===== config.mk =====
export PLATFORM = sky130hd
export DESIGN_NAME = mem_store_buffer
export DESIGN_NICKNAME = d
export VERILOG_FILES = /design/src/rtl/mem_store_buffer.sv
export SDC_FILE = /design/constraint.sdc
export NUM_CORES = 1
export LEC_CHECK = 0
export BUFFER_PORTS_ARGS = -buffer_cell sky130_fd_sc_hd__buf_2
export CAP_MARGIN = 20
export CORE_MARGIN = 1
export CORE_UTILIZATION = 41
export CTS_CLUSTER_SIZE = 16
export DETAILED_ROUTE_END_ITERATION = 16
export PLACE_DENSITY_LB_ADDON = 0.25
export SYNTH_ARGS = -nofsm -noshare
export SYNTH_HDL_FRONTEND = slang
export SYNTH_SLANG_ARGS = --single-unit

===== constraint.sdc =====
create_clock -name clk -period 5.08 [get_ports clk]
set_input_delay 0.762 -clock clk [delete_from_list [all_inputs] [get_ports clk]]
set_output_delay 0.762 -clock clk [all_outputs]
set_load 0.02 [all_outputs]

===== src/rtl/mem_store_buffer.sv =====
// mem_store_buffer
//   Write-side store buffer for the MEM stage. Byte/halfword/word stores from
//   EX are encoded into {word address, byte enables, replicated data} and held
//   in a FIFO. The FIFO drains to the data SRAM port in any cycle where no load
//   requests the port. Loads that hit a buffered word raise ld_hazard/stallreq
//   until that word has drained.
//
// Ports
//   clk, rst               clock, synchronous active-high reset
//   i_st_valid/op/addr/data store request from EX (op one-hot {sb, sh, sw})
//   o_st_ready             buffer not full
//   o_st_excp              misaligned store (address-error exception)
//   i_ld_valid, i_ld_addr  load requesting the SRAM port this cycle
//   o_ld_hazard            a buffered entry matches the load word
//   o_stallreq             pipeline stall request to CTRL
//   o_data_sram_*          drain port (all zero when not draining)
//   o_buf_empty, o_buf_count  occupancy
module mem_store_buffer #(
  parameter int DEPTH = 4
) (
  input  logic                       clk,
  input  logic                       rst,
  input  logic                       i_st_valid,
  input  logic [2:0]                 i_st_op,
  input  logic [31:0]                i_st_addr,
  input  logic [31:0]                i_st_data,
  output logic                       o_st_ready,
  output logic                       o_st_excp,
  input  logic                       i_ld_valid,
  input  logic [31:0]                i_ld_addr,
  output logic                       o_ld_hazard,
  output logic                       o_stallreq,
  output logic                       o_data_sram_en,
  output logic [3:0]                 o_data_sram_wen,
  output logic [31:0]                o_data_sram_addr,
  output logic [31:0]                o_data_sram_wdata,
  output logic                       o_buf_empty,
  output logic [$clog2(DEPTH):0]     o_buf_count
);

  localparam int PW = $clog2(DEPTH);
  localparam int CW = PW + 1;

  logic [29:0]   r_addr  [DEPTH];
  logic [3:0]    r_wen   [DEPTH];
  logic [31:0]   r_wdata [DEPTH];
  logic [DEPTH-1:0] r_valid;
  logic [PW-1:0] r_head;
  logic [PW-1:0] r_tail;
  logic [CW-1:0] r_count;

  logic          w_legal;
  logic          w_excp;
  logic [3:0]    w_enc_wen;
  logic [31:0]   w_enc_wdata;
  logic          w_push;
  logic          w_pop;
  logic          w_full;
  logic          w_hit;
  logic [1:0]    w_a;

  assign w_a    = i_st_addr[1:0];
  assign w_full = (r_count == CW'(DEPTH));

  // Store encoding: byte enables, lane-replicated data and misalignment check.
  always_comb begin
    w_legal     = 1'b0;
    w_excp      = 1'b0;
    w_enc_wen   = 4'b0000;
    w_enc_wdata = 32'h0000_0000;
    case (i_st_op)
      3'b100: begin
        w_legal     = 1'b1;
        w_enc_wen   = 4'b0001 << w_a;
        w_enc_wdata = {4{i_st_data[7:0]}};
      end
      3'b010: begin
        w_legal     = 1'b1;
        w_excp      = i_st_valid & w_a[0];
        w_enc_wen   = w_a[1] ? 4'b1100 : 4'b0011;
        w_enc_wdata = {2{i_st_data[15:0]}};
      end
      3'b001: begin
        w_legal     = 1'b1;
        w_excp      = i_st_valid & (w_a != 2'b00);
        w_enc_wen   = 4'b1111;
        w_enc_wdata = i_st_data;
      end
      default: begin
        w_legal     = 1'b0;
        w_excp      = 1'b0;
        w_enc_wen   = 4'b0000;
        w_enc_wdata = 32'h0000_0000;
      end
    endcase
  end

  // Push uses the current count only, so a full buffer refuses even if it pops now.
  assign w_push = i_st_valid & ~w_full & ~w_excp & w_legal;
  // Loads own the SRAM port unconditionally.
  assign w_pop  = (r_count != CW'(0)) & ~i_ld_valid;

  // Full-word match of the load against every valid entry; byte enables are ignored.
  always_comb begin
    w_hit = 1'b0;
    for (int i = 0; i < DEPTH; i++) begin
      if (r_valid[i] && (r_addr[i] == i_ld_addr[31:2])) begin
        w_hit = 1'b1;
      end else begin
        w_hit = w_hit;
      end
    end
  end

  // FIFO storage, pointers and occupancy.
  always_ff @(posedge clk) begin
    if (rst) begin
      r_head  <= '0;
      r_tail  <= '0;
      r_count <= '0;
      r_valid <= '0;
    end else begin
      if (w_push) begin
        r_addr[r_tail]  <= i_st_addr[31:2];
        r_wen[r_tail]   <= w_enc_wen;
        r_wdata[r_tail] <= w_enc_wdata;
        r_valid[r_tail] <= 1'b1;
        r_tail          <= r_tail + PW'(1);
      end
      // When both happen, head != tail (push needs not-full, pop needs not-empty).
      if (w_pop) begin
        r_valid[r_head] <= 1'b0;
        r_head          <= r_head + PW'(1);
      end
      case ({w_push, w_pop})
        2'b10:   r_count <= r_count + CW'(1);
        2'b01:   r_count <= r_count - CW'(1);
        default: r_count <= r_count;
      endcase
    end
  end

  // Drain port is driven from the head entry only while popping.
  always_comb begin
    if (w_pop) begin
      o_data_sram_en    = 1'b1;
      o_data_sram_wen   = r_wen[r_head];
      o_data_sram_addr  = {r_addr[r_head], 2'b00};
      o_data_sram_wdata = r_wdata[r_head];
    end else begin
      o_data_sram_en    = 1'b0;
      o_data_sram_wen   = 4'b0000;
      o_data_sram_addr  = 32'h0000_0000;
      o_data_sram_wdata = 32'h0000_0000;
    end
  end

  assign o_st_ready  = ~w_full;
  assign o_st_excp   = w_excp;
  assign o_ld_hazard = i_ld_valid & w_hit;
  assign o_stallreq  = o_ld_hazard | (i_st_valid & w_full);
  assign o_buf_empty = (r_count == CW'(0));
  assign o_buf_count = r_count;

endmodule


==> metrics.txt <==
Synth Instances=751; internal power=4090 uW; Synth Cell Area=12500 sq um; Clock Skew=0.0119 ns; period utilisation layout=a little over two thirds; Synth area leaders=edfxtp_1, mux4_2, xnor2_1; routed length per instance=22.8 um; synth warn=0; global route total overflow=0; synthesized area per cell=16.7 sq um; sequential area share after synthesis=65.3%; Crit. End Element=primary output; critical path class=reg -> out; PD cells=371 nW/um^2; Top FF cell, synth=edfxtp_1; worst skew pair latency=0.54 ns; grt met2 use=33.6%; Post-DP Area=between 10000 and 15000 sq um; share of flip-flops with an asynchronous set or reset=0%; # fillers=2563; switching pwr=1390 uW; pins over their slew limit=0; sequential share of power=47.8%; Top Usage Layer GRT=met2; RSZ-0062 raised after global routing=no; Synth Area in Simple Gates=7.76%; status=completed; relative slew slack=35.6%; Max Buffers Root-to-Sink=3; combinational power share=15.9%; Finished Cell Area=between 10000 and 15000 sq um; CTS tree=yes; worst slew pin tran=0.967 ns; dpl hpwl=roughly 21 mm; CTS resizes=0; vias in the first global route=7344; 1st-iter DRT viols=approximately 560; Final Total Pwr=5480 uW; layout cell share with drive strength beyond 1=31.6%; Min-Delay Path Depth=1; largest net degree at the start of global routing=43; postcts setup bufs=0; final WL=30.5 mm; via count=7127; clock power share=36.4%; Die Ht=177 um; post-synthesis adder-cell area fraction=between 1 and 1.5%; max cap viols=0; post-synth top area cell=edfxtp_1; Multi-input gate area=4130 sq um; first-pass GRT wire length=45.3 mm; WP data arrival=2.80 ns; Compound-Gate Fraction of Synth Area=3.34%; initial antenna violation count=1; Setup-failing EPs final=0; EDFF count, synth=between 200 and 300; sequential standard cell area=8190 sq um; DIE WIDTH=177 um; met3 usage=3.35%; CP Data Required Time=approximately 4.3 ns; synthesis-to-finish area growth=17.8%; Final Hold Viols=0; largest family of logic cells by synthesized area=multiplexers; Setup TNS Final=0 ns; Worst setup SP type=register; first-pass detailed-route iteration total=5; worst vdd ir=between 200 and 300 uV; Nets=between 1k and 1.5k; M1 GR Usage=25.9%; # IOs=180; HP Class=in -> reg; CTS Buf Count=29; total global-route track usage=19.8%; Core Area=about 30000 sq um; Detail Route Antenna Nets=0; cts hold-fix bufs=0; post-synthesis cell type count=43; Rows=63; FF+latch count, synth=277; Residual DRC=0; port bufs=between 150 and 200; xor-xnor portion of the synthesized cell area=8.66%; leakage power=about 0.0052 uW; vias per inst=5.33; share of the synthesized area in the top cell type=63.2%; post-layout min period=3.56 ns; Starting Density=42.0%; Clock Pin Slew Worst Setup and Hold Paths=0.06 ns; H-tree depth=1; R2R depth=8; CTS Root Cell=clkbuf_16; crit-path max FO=2; full die area=31300 sq um; switching share of power=roughly 25%; multiplexer area fraction after synthesis=11.9%; gpl congestion=0.860; clock sinks=277; Max Fclk=281 MHz
[final cells by class]
cell class              count  share of cell area [%]
flip-flops and latches    277                    55.5
multi-input cells         422                    28.0
repair buffers            185                    6.95
clock buffers              45                    5.59
well taps                 390                    3.30
clock inverters             8                   0.432
inverters                  10                   0.254
diodes                      1                  0.0169
[path summary, 6_finish.rpt]
kind	endpoint	slack (ns)	startpoint
setup / recovery	o_stallreq	1.52	r_addr[3][0]
hold / removal	r_addr[2][10]	0.44	i_st_addr[12]
hold reg to reg	r_valid[2]	0.53	r_valid[2]
setup reg to reg	o_buf_count[2]	2.33	o_buf_count[2]
[through the flow]
step                hold slack, ns  setup slack (ns)  std cells  util, %
finish                       0.438              1.52       1338     49.4
global route                 0.423              1.34       1337     49.4
CTS                          0.417              1.45       1337     49.4
detailed placement           0.528              1.35       1284     46.4
global placement             0.522              1.38       1284     46.4
floorplan                    0.488              1.33        752        -
[critical path, cell delays in order (launching register included)]
cell and delay, ns:
edfxtp_1 0.40, xnor2_1 0.43, nand4_1 0.15, nor4_1 0.46, nand4_1 0.17, a41oi_2 0.33
a31o_1 0.14, buf_2 0.19
[cells in the mapped netlist, types with 2 or more instances]
library cell    n
edfxtp_1      264
and2_1         78
xnor2_1        78
mux4_2         66
xor2_1         46
nand4_1        24
clkbuf_1       23
a21o_1         17
nor2_1         16
nor4_1         16
dfxtp_1        13
inv_1          10
nor2b_1        10
a21oi_1         9
a22oi_1         9
ha_1            9
a22o_1          8
buf_4           7
buf_1           6
buf_2           6
nand2_1         6
nand2b_1        4
a211oi_1        3
nor2_2          2
o21ai_0         2
o31ai_1         2
[registers in the layout, indices dropped and copies added (netlist names), named ones only]
signal / count
r_tail: 2
r_head: 2
r_addr: 120
o_buf_count: 3
r_valid: 4
r_wdata: 128
r_wen: 16
[power by group through the flow]
stage	logic [uW]	clock network [uW]	registers, uW
finish	868	1990	2620
global route	934	2120	2630
CTS	885	2030	2620
global placement	875	0	2670
floorplan	634	0	2600
detailed placement	881	0	2670
[per-layer routing]
metal	vias up	part of all wire, %
met4	0	2.7
met5	-	0
met3	53	6.6
met1	3562	41
li1	3232	-
met2	280	50
[cell usage in the layout, fill, tap and decap left out, drive strengths merged, types with 13 or more instances in the layout]
master  synthesis  routed
xnor2          78      78
buf            20     185
clkbuf         23      45
a21o           17      17
nor4           16      16
nand4          24      24
and2           78      78
dfxtp          13      13
mux4           66      66
xor2           46      46
edfxtp        264     264
nor2           18      18
[kinds of logic after synthesis]
family	after synthesis
flip-flops	277
AND/OR/NAND/NOR	163
other	1
buffers and inverters	53
adder cells (fa/ha/maj)	10
multiplexers	67
XOR/XNOR	124
AO/OA/AOI/OAI	56
Note: power is estimated with default switching activity, not from simulation.
